===== src/rtl/data_memory_arbiter_pkg.sv =====
// Shared state encoding, port identifiers and default geometry for the
// data memory arbiter and its round-robin picker.
package data_memory_pkg;

  localparam int DEFAULT_ADDR_WIDTH    = 10;
  localparam int DEFAULT_DATA_WIDTH    = 32;
  localparam int DEFAULT_ACCESS_CYCLES = 2;

  localparam logic PORT_MEM_STAGE = 1'b0;
  localparam logic PORT_LOADER    = 1'b1;

  typedef enum logic [1:0] {
    IDLE   = 2'd0,
    ACCESS = 2'd1,
    RESP   = 2'd2
  } state_t;

endpackage


===== src/rtl/rr_arbiter_2.sv =====
// Combinational two-way round-robin pick producing a one-hot grant.
module rr_arbiter_2
  import data_memory_pkg::*;
(
  input  logic [1:0] i_valid,
  input  logic       i_lastGrant,
  output logic [1:0] o_grant
);

  // On a tie the port that did not win last time goes first.
  always_comb begin
    o_grant = 2'b00;
    if (i_valid == 2'b11) begin
      if (i_lastGrant == PORT_LOADER) begin
        o_grant[PORT_MEM_STAGE] = 1'b1;
      end else begin
        o_grant[PORT_LOADER] = 1'b1;
      end
    end else begin
      o_grant = i_valid;
    end
  end

endmodule


===== src/rtl/data_memory_arbiter.sv =====
// Shares the single-ported data memory between the MEM stage and the loader
// port: round-robin grant, fixed-length access window, one-cycle done pulse.
module data_memory_arbiter
  import data_memory_pkg::*;
#(
  parameter int ADDR_WIDTH    = DEFAULT_ADDR_WIDTH,
  parameter int DATA_WIDTH    = DEFAULT_DATA_WIDTH,
  parameter int ACCESS_CYCLES = DEFAULT_ACCESS_CYCLES
) (
  input  logic                  clock,
  input  logic                  reset,
  input  logic                  req0Valid,
  input  logic                  req0Write,
  input  logic [31:0]           req0Address,
  input  logic [DATA_WIDTH-1:0] req0WriteData,
  input  logic                  req1Valid,
  input  logic                  req1Write,
  input  logic [31:0]           req1Address,
  input  logic [DATA_WIDTH-1:0] req1WriteData,
  output logic                  req0Done,
  output logic                  req0Error,
  output logic [DATA_WIDTH-1:0] req0ReadData,
  output logic                  req1Done,
  output logic                  req1Error,
  output logic [DATA_WIDTH-1:0] req1ReadData,
  output logic                  memoryRead,
  output logic                  memoryWrite,
  output logic [31:0]           address,
  output logic [DATA_WIDTH-1:0] writeData,
  input  logic [DATA_WIDTH-1:0] readData,
  output logic                  busy
);

  localparam int CW = 4;
  localparam logic [CW-1:0] LAST_COUNT = CW'(ACCESS_CYCLES);

  state_t r_state;
  state_t w_nextState;

  logic [CW-1:0]         r_count;
  logic                  r_lastGrant;
  logic                  r_grantPort;
  logic                  r_grantWrite;
  logic                  r_grantError;
  logic [31:0]           r_address;
  logic [DATA_WIDTH-1:0] r_writeData;
  logic [DATA_WIDTH-1:0] r_readData0;
  logic [DATA_WIDTH-1:0] r_readData1;

  logic [1:0]            w_grant;
  logic                  w_anyValid;
  logic                  w_winner;
  logic                  w_winWrite;
  logic [31:0]           w_winAddress;
  logic [DATA_WIDTH-1:0] w_winData;
  logic                  w_outOfRange;
  logic                  w_lastCycle;

  rr_arbiter_2 u_rrArbiter (
    .i_valid     ({req1Valid, req0Valid}),
    .i_lastGrant (r_lastGrant),
    .o_grant     (w_grant)
  );

  assign w_anyValid   = |w_grant;
  assign w_winner     = w_grant[PORT_LOADER];
  assign w_winWrite   = w_winner ? req1Write     : req0Write;
  assign w_winAddress = w_winner ? req1Address   : req0Address;
  assign w_winData    = w_winner ? req1WriteData : req0WriteData;
  assign w_outOfRange = |w_winAddress[31:ADDR_WIDTH];
  assign w_lastCycle  = (r_count == LAST_COUNT);

  assign address      = r_address;
  assign writeData    = r_writeData;
  assign req0ReadData = r_readData0;
  assign req1ReadData = r_readData1;

  // Out-of-range requests skip ACCESS entirely so the memory never sees them.
  always_comb begin
    w_nextState = r_state;
    unique case (r_state)
      IDLE:    if (w_anyValid) w_nextState = w_outOfRange ? RESP : ACCESS;
      ACCESS:  if (w_lastCycle) w_nextState = RESP;
      RESP:    w_nextState = IDLE;
      default: w_nextState = IDLE;
    endcase
  end

  always_comb begin
    memoryRead  = 1'b0;
    memoryWrite = 1'b0;
    req0Done    = 1'b0;
    req1Done    = 1'b0;
    req0Error   = 1'b0;
    req1Error   = 1'b0;
    busy        = (r_state != IDLE);
    if (r_state == ACCESS) begin
      memoryRead  = !r_grantWrite;
      // Strobe writes only in the last cycle so each write commits once.
      memoryWrite = r_grantWrite && w_lastCycle;
    end
    if (r_state == RESP) begin
      req0Done  = (r_grantPort == PORT_MEM_STAGE);
      req1Done  = (r_grantPort == PORT_LOADER);
      req0Error = (r_grantPort == PORT_MEM_STAGE) && r_grantError;
      req1Error = (r_grantPort == PORT_LOADER) && r_grantError;
    end
  end

  always_ff @(posedge clock) begin
    if (reset) begin
      r_state      <= IDLE;
      r_count      <= '0;
      r_lastGrant  <= PORT_LOADER;
      r_grantPort  <= PORT_MEM_STAGE;
      r_grantWrite <= 1'b0;
      r_grantError <= 1'b0;
      r_address    <= '0;
      r_writeData  <= '0;
      r_readData0  <= '0;
      r_readData1  <= '0;
    end else begin
      r_state <= w_nextState;
      unique case (r_state)
        IDLE: begin
          if (w_anyValid) begin
            r_grantPort  <= w_winner;
            r_grantWrite <= w_winWrite;
            r_grantError <= w_outOfRange;
            if (w_outOfRange) begin
              if (w_winner == PORT_LOADER) r_readData1 <= '0;
              else                         r_readData0 <= '0;
            end else begin
              r_address   <= w_winAddress;
              r_writeData <= w_winData;
              r_count     <= CW'(1);
            end
          end
        end
        ACCESS: begin
          if (w_lastCycle) begin
            r_count <= '0;
            if (!r_grantWrite) begin
              if (r_grantPort == PORT_LOADER) r_readData1 <= readData;
              else                            r_readData0 <= readData;
            end
          end else begin
            r_count <= r_count + CW'(1);
          end
        end
        RESP: begin
          r_lastGrant <= r_grantPort;
        end
        default: begin
        end
      endcase
    end
  end

endmodule

===== config.mk =====
export PLATFORM = sky130hd
export DESIGN_NAME = data_memory_arbiter
export DESIGN_NICKNAME = d
export VERILOG_FILES = /design/src/rtl/data_memory_arbiter_pkg.sv /design/src/rtl/rr_arbiter_2.sv /design/src/rtl/data_memory_arbiter.sv
export SDC_FILE = /design/constraint.sdc
export NUM_CORES = 1
export LEC_CHECK = 0
export CAP_MARGIN = 15
export CORE_AREA = 4 4 114 116
export DETAILED_ROUTE_END_ITERATION = 8
export DIE_AREA = 0 0 118 120
export DONT_BUFFER_PORTS = 1
export SYNTH_ARGS = -nofsm -noshare
export SYNTH_HDL_FRONTEND = slang
export SYNTH_SLANG_ARGS = --single-unit

===== constraint.sdc =====
create_clock -name clock -period 3.44 [get_ports clock]
set_input_delay 0 -clock clock [delete_from_list [all_inputs] [get_ports clock]]
set_output_delay 0 -clock clock [all_outputs]
set_load 0.05 [all_outputs]

## Word level (Yosys, flattened, before mapping)

Index checks and enable logic that the tools add are counted.

| storage, ports and cells | value |
|---|---|
| register bits after elaboration | 138 |
| bits of input ports | 166 |
| output and inout port bits | 135 |
| logic and storage cells | 75 |

| cells by class | value |
|---|---|
| add/subtract/negate cells | 1 |
| equal/unequal tests | 13 |
| mux-type cells | 34 |
| bitwise gates (word level) | 2 |
| reduce and logical (&&, ||, !) cells | 15 |

Operators by type and width:

| kind | count |
|---|---|
| $mux 32 | 14 |
| $pmux 32 s2 | 2 |
| $reduce_or 22->1 | 1 |
| $ne 2x2->1 const B | 9 |
| $reduce_and 7->1 | 2 |
| $mux 4 | 3 |
| $mux 1 | 9 |
| $mux 2 | 4 |
| $pmux 4 s2 | 1 |
| $reduce_and 3->1 | 2 |
| $add 4x1->4 const B | 1 |
| $eq 2x2->1 const B | 2 |
| $eq 4x2->1 const B | 1 |
| $pmux 2 s2 | 1 |
| $reduce_and 2->1 | 2 |
| $reduce_bool 2->1 | 2 |
| $logic_and 1x1->1 | 3 |
| $eq 2x1->1 const B | 1 |
| $logic_not 2->1 | 1 |
| $not 1->1 | 2 |
| $reduce_or 2->1 | 1 |
| $logic_not 1->1 | 1 |

## Longest topological paths before layout

Gate-level depths: netlist (run 1).

| logic depth | value |
|---|---|
| depth in word-level cells | 7 |
| depth in mapped cells | 9 |

## Hierarchy

Synthesis (run 1) repeated with hierarchy kept, for this count alone.

| second synthesis, totals | value |
|---|---|
| cell total of the unflattened synthesis | 771 |
| area total of the unflattened synthesis | 6602.6 µm² |

By module, submodules not included:

| module | times used | cells each | area each (µm²) | sequential area each (µm²) |
|---|---|---|---|---|
| data_memory_arbiter | 1 | 768 | 6583.8 | 2762.6 |
| rr_arbiter_2 | 1 | 3 | 18.8 | 0.0 |

## Least setup slack after synthesis (run 1)

OpenSTA, ideal clock, no wires.

| timing | value |
|---|---|
| kind | flip-flop to output port |
| start point | reg r_count[1] |
| end point | out memoryWrite |
| arrival time | 2.082 ns |
| slack | 1.358 ns |
| cell stages (with the launch flop) | 5 |
| cell sequence | dfxtp_1 > ha_1 > or3b_1 > clkbuf_1 > nor3_1 |

| on the way | value |
|---|---|
| cells in the longest elaborated chain, start to end | 3 |

Ends and longest elaborated chain:

| item | RTL line | RTL |
|---|---|---|
| start: declaration | data_memory_arbiter.sv:40 | `logic [CW-1:0] r_count;` |
| start signal: assignment | data_memory_arbiter.sv:148 | `r_count <= r_count + CW'(1);` |
| $eq 4x2->1 | data_memory_arbiter.sv:71 | `assign w_lastCycle = (r_count == LAST_COUNT);` |
| $logic_and 1x1->1 | data_memory_arbiter.sv:100 | `memoryWrite = r_grantWrite && w_lastCycle;` |
| $mux 1 | data_memory_arbiter.sv:97 | `if (r_state == ACCESS) begin` |
| end: declaration | data_memory_arbiter.sv:27 | `output logic memoryWrite,` |

Every way passes these cells.

## Final worst setup path (run 1)

| timing | value |
|---|---|
| start point | reg r_count[0] |
| end point | reg r_readData1[2] (netlist: req1ReadData[2]) |

| on the way | value |
|---|---|
| cells in the longest elaborated chain, start to end | 3 |

Ends and longest elaborated chain:

| item | RTL line | RTL |
|---|---|---|
| $eq 4x2->1 | data_memory_arbiter.sv:71 |  |
| $ne 2x2->1 (no line) | - |  |
| $reduce_and 7->1 (no line) | - |  |
| end signal: assignment | data_memory_arbiter.sv:144 | `if (r_grantPort == PORT_LOADER) r_readData1 <= readData;` |
| end: declaration | data_memory_arbiter.sv:48 | `logic [DATA_WIDTH-1:0] r_readData1;` |

Every way passes these cells.
A chain may end at the register's enable or synchronous reset.

==> results of run 1 <==
-- worst min-delay path, stage by stage --
cell and delay (ps):
nor2b_1 110, a211oi_1 70, a211oi_1 190
-- report_power, final --
group,switching [mW],internal [mW]
Sequential,0.00779,1.60
Combinational,0.147,0.168
Clock,0.641,1.19
-- final cells by class --
type / instances / area [um^2] / area share, %
flip-flops and latches: 138 / 2763 / 38.23
clock inverters: 8 / 117.6 / 1.627
inverters: 5 / 18.77 / 0.2597
repair buffers: 136 / 1346 / 18.63
well taps: 147 / 183.9 / 2.545
clock buffers: 23 / 478.0 / 6.614
multi-input cells: 360 / 2320 / 32.10
-- per-layer routing --
layer / routed length, um / up-vias / global-route usage [%]
li1: - / 2189 / -
met5: 0 / - / 0
met3: 1669 / 42 / 9.802
met4: 516 / 0 / 10.70
met1: 6317 / 2177 / 25.40
met2: 7981 / 246 / 36.69
-- registers in the layout, indices dropped and copies added (netlist names) --
signal        count
r_lastGrant       1
r_state           2
req0ReadData     32
writeData        32
r_grantPort       1
req1ReadData     32
r_grantWrite      1
r_count           4
r_grantError      1
address          32
-- layout by cell type (no fill, tap or decap), types with 2 or more instances in the layout --
master	instances
nand2b_1	2
inv_1	5
nor4_4	2
dlygate4sd3_1	122
nor4_1	10
clkinv_2	4
and2_1	24
clkbuf_1	3
a211oi_1	45
nand3_1	4
nor2b_1	3
clkbuf_8	3
bufinv_16	3
nand3b_1	2
mux2i_1	42
ha_1	2
o31ai_1	2
a22oi_1	64
o21ai_0	4
nand2_1	7
a21oi_1	3
clkbuf_16	17
nor2_1	121
nand4_1	3
o211ai_1	4
dfxtp_1	138
or3_1	3
buf_4	13
nor3_1	2
-- final timing paths --
| path | to | slack, ps |
|---|---|---|
| max | req1ReadData[2]$_SDFFE_PP0P_ | 700 |
| min | r_grantWrite$_SDFFE_PP0P_ | 20 |
| max reg2reg | req1ReadData[2]$_SDFFE_PP0P_ | 700 |
| min reg2reg | r_grantError$_SDFFE_PP0P_ | 510 |
-- timing repair --
| item | CTS | global route |
|---|---|---|
| hold endpoints to repair | 116 | 0 |
| gates resized for setup | 0 | 0 |
| hold buffers | 123 | 0 |
-- per-stage QoR --
stage / total power [mW] / hold WS, ps / area, um^2 / worst slack, ps
after floorplan: 1.778 / 162.6 / 5281 / 1358
after global placement: 1.789 / 84.60 / 5383 / 1302
after detailed placement: 1.792 / 87.98 / 5383 / 1188
after CTS: 3.784 / 12.75 / 7227 / 693.5
after global routing: 3.881 / 60.69 / 7227 / 510.0
final: 3.757 / 18.82 / 7227 / 704.5
-- logic make-up after synthesis --
kind of cell             Yosys count  share of synthesized area (%)
AND/OR/NAND/NOR                  187                          16.37
flip-flops                       138                          52.31
AO/OA/AOI/OAI                    129                          18.57
buffers and inverters             47                          4.312
multiplexers                      42                          7.960
adder cells (fa/ha/maj)            2                         0.4737
==> results.cfg, run 1 <==
[floorplan]
io_pins = 301
fp-row-count = 40
dieArea_um2 = 14160
die_y_um = 120
core-area_um2 = 11910
initial_utilization_pct = 44.34
chipWidth_um = 118

[route]
wl_per_cell_um = 20.18
via_per_inst = 5.696
num_vias = 4654
ant_nets = 0
drtIter0Drc = 218
drc = 0
drt_pass1_iterations = 6
wl_mm = 16.48

[worst_setup_path]
critPathLaunchType = register
max_stage_delay_ps = 570
crit_path_max_fanout = 32
slowest_stage = dlygate4sd3_1
r2r_start = r_count[0]$_SDFFE_PP0P_
crit_type = reg2reg
required_ps = 3730
crit_chain = inv_1 -> ha_1 -> or3b_1 -> o32ai_2 -> o211ai_1 -> buf_4 -> a22oi_1 -> nor2_1 -> dlygate4sd3_1
crit_buf_inv = 3
critPathLaunch = r_count[0]$_SDFFE_PP0P_
cp.arrival_ps = 3030
critPathCaptureType = register
cpLargestDelayFamily = buffers and inverters
cp.depth = 9
worstRegToRegCells = 9

[timing]
final.min_clock_period_ps = 2736
tightest_slew_ps = 991.2
hold_viol = 0
finalCritPeriodShare_pct = 79.52
fin_worst_skew_ps = 4.682
slew_headroom_pct = 33.67
timing.setup.tns_ps = 0
fmax_ghz = 0.3656
maxSlewViolCount = 0
rsz0062_at_grt = false
setup_violations = 0

[synthesis]
synth_edf_count = 0
ys_seq_elements = 138
synthTopCellsByArea = dfxtp_1, a22oi_1, nor2_1
ys_warn_count = 0
yosys-top-cells-count = dfxtp_1, nor2_1, a22oi_1
yosysTopAreaCell = dfxtp_1
syn_area_um2 = 5281
async_flop_share_pct = 0
ys.flop_type = dfxtp_1
synth_cell_type_count = 37
syn_avg_cell_area_um2 = 9.690
yosysMostFrequentCell = dfxtp_1
yosysSeqAreaShare_pct = 52.31
synth.top_cell.area_share_pct = 52.31
synthesis.nets = 713
syn-instance-count = 545

[final_layout]
fillers = 941
stdcell_count = 817
diodes = 0
final_util_pct = 60.67
area_delta_synth_final_pct = 36.84
fin_nets = 826
drive_gt1_share_pct = 7.164

[clock_tree]
cts_setup_buffers = 0
cts.sinks = 138
cts.clk_slew.worst_paths_ps = 60
clk_latency_ps = 410
cts_tree = built
numCtsBuffers = 17
clockRootBuffer = clkbuf_16
htree_levels = 4
clk_path_buf_depth = 2

[global_route]
grt_max_degree = 119
grt_usage_pct = 22.51
grt_pass1_wl_mm = 25.47
grt_overflow = 0
antenna_found_initial = 0
grt_pass1_vias = 4647

[place]
hpwlAfterDp_mm = 10.40
gp_routability_congestion = 0.7938
io_buffer_count = 0
placed_cells = 663

[min_path]
min-delay-start = req0Write
hold_path.class = in2reg
worstHoldPathCells = 3

[pwr]
p_per_area_nw_per_um2 = 519.8
peakVddDrop_mv = 0.2392
p_leak_nw = 2.608

[job]
cap_violations = 0

[run_status]
status = finished, final reports clean
No activity file was read; power rests on OpenSTA's default activity.
==> run 2, diff against run 1 <==
==> constraint.sdc (replaced) <==
create_clock -name clock -period 2.7 [get_ports clock]
set_input_delay 0 -clock clock [delete_from_list [all_inputs] [get_ports clock]]
set_output_delay 0 -clock clock [all_outputs]
set_load 0.05 [all_outputs]
==> results.cfg, run 2 (synthesis results as in run 1) <==
[final_layout]
final_cell_mix = dfxtp_1, nor2_1, dlygate4sd3_1
diodes = 0
final_common_cell = dfxtp_1
fin_nets = 830
fillers = 925
stdcell_count = 822
area_delta_synth_final_pct = 37.03
drive_gt1_share_pct = 8.148
fin_area_um2 = 7237

[clock_tree]
cts_setup_buffers = 0
clockRootBuffer = clkbuf_16
clk_path_buf_depth = 2
cts.clk_slew.worst_paths_ps = 60
numCtsBuffers = 17
cts.sinks = 138
cts_resized = 0
htree_levels = 4
cts_tree = built
cts-hold-fix-buffers = 122
clk_latency_ps = 410

[pwr]
intPower_mw = 3.629
p_sw_share_pct = 22.21
p_sw_mw = 1.036
comb_power_share_pct = 8.7
power.total_mw = 4.665
p_leak_nw = 2.613
seqPwrFrac_pct = 44.1
peakVddDrop_mv = 0.3474
p_clk_share_pct = 47.3
p_per_area_nw_per_um2 = 644.6

[place]
placed_cell_area_um2 = 5420
dp_slack_ps = 508.2
io_buffer_count = 0
hpwlAfterDp_mm = 10.47
placed_cells = 668
gp_routability_congestion = 0.7929

[route]
ant_nets = 0
num_vias = 4616
drt_pass1_iterations = 4
drc = 0
wl_mm = 16.25
wl_per_cell_um = 19.77
drtIter0Drc = 249
via_per_inst = 5.616

[timing]
hold_viol = 1
finalCritPeriodShare_pct = 85.48
rsz0062_at_grt = false
fmax_ghz = 0.4333
maxSlewViolCount = 0
final.min_clock_period_ps = 2308
setup_violations = 0
fin_ws_ps = 392.0
fin_hold_ws_ps = -5.372
fin_worst_skew_ps = 6.122
tightest_slew_ps = 930.6
slew_headroom_pct = 37.73
timing.setup.tns_ps = 0

[global_route]
grt_pass1_vias = 4622
antenna_found_initial = 0
grt_usage_pct = 22.32
grt_pass1_wl_mm = 25.36
grt_overflow = 0
grt_max_degree = 119

[min_path]
hold_path.class = in2reg
worstHoldPathCells = 2

[run_status]
violations = hold timing
status = finished with violations

[floorplan]
io_pins = 301
core-area_um2 = 11910
die_y_um = 120
initial_utilization_pct = 44.34
dieArea_um2 = 14160
chipWidth_um = 118
fp-row-count = 40

[worst_setup_path]
crit_type = reg2reg
crit_path_max_fanout = 49
critPathCaptureType = register
required_ps = 3010
worstRegToRegCells = 5
cp.arrival_ps = 2620
critPathLaunchType = register

[job]
cap_violations = 0
-- run 2: critical path, stage by stage (launching register included) --
cell and delay [ps]:
dfxtp_1 350, a21boi_4 150, buf_4 610, mux2i_1 160, dlygate4sd3_1 610, a211oi_1 280
-- run 2: path summary, 6_finish.rpt --
kind / slack [ps] / to / startpoint
hold / removal: -5 / req0ReadData[2]$_SDFFE_PP0P_ / reset
hold reg to reg: 510 / r_count[3]$_SDFFE_PP0P_ / r_count[3]$_SDFFE_PP0P_
setup reg to reg: 390 / address[2]$_SDFFE_PP0P_ / r_lastGrant$_SDFFE_PP1P_
setup / recovery: 390 / address[2]$_SDFFE_PP0P_ / r_lastGrant$_SDFFE_PP1P_
-- run 2: final cells by class --
cell class	instances	area [um^2]	share of cell area, %
clock buffer	23	488.0	6.743
clock inverter	9	90.09	1.245
inverter	5	18.77	0.2593
multi-input combinational	360	2320	32.05
sequential	138	2763	38.17
tap	147	183.9	2.541
timing repair buffer	140	1374	18.98
-- run 2: routing by layer --
layer  vias to the layer above  global-route usage (%)  wire length [um]
met4                         0                   9.231               366
met5                         -                       0                 0
met3                        27                   10.32              1690
met2                       219                   36.90              7910
li1                       2204                       -                 -
met1                      2166                   24.93              6281
-- run 2: metrics by stage --
step                      hold WS (ps)  util, %
after floorplan                  162.6        -
after detailed placement         88.78    45.50
final                           -5.372    60.76
after CTS                        2.152    60.76
after global routing             24.38    60.76
after global placement           89.75    45.50
-- run 2: power by group through the flow --
| stage | clock network, mW | registers, mW | logic, mW |
|---|---|---|---|
| final | 2.21 | 2.05 | 0.404 |
| after global routing | 2.35 | 2.06 | 0.433 |
| after CTS | 2.25 | 2.05 | 0.394 |
| after detailed placement | 0 | 2.10 | 0.186 |
| after global placement | 0 | 2.10 | 0.181 |
| after floorplan | 0 | 2.09 | 0.171 |
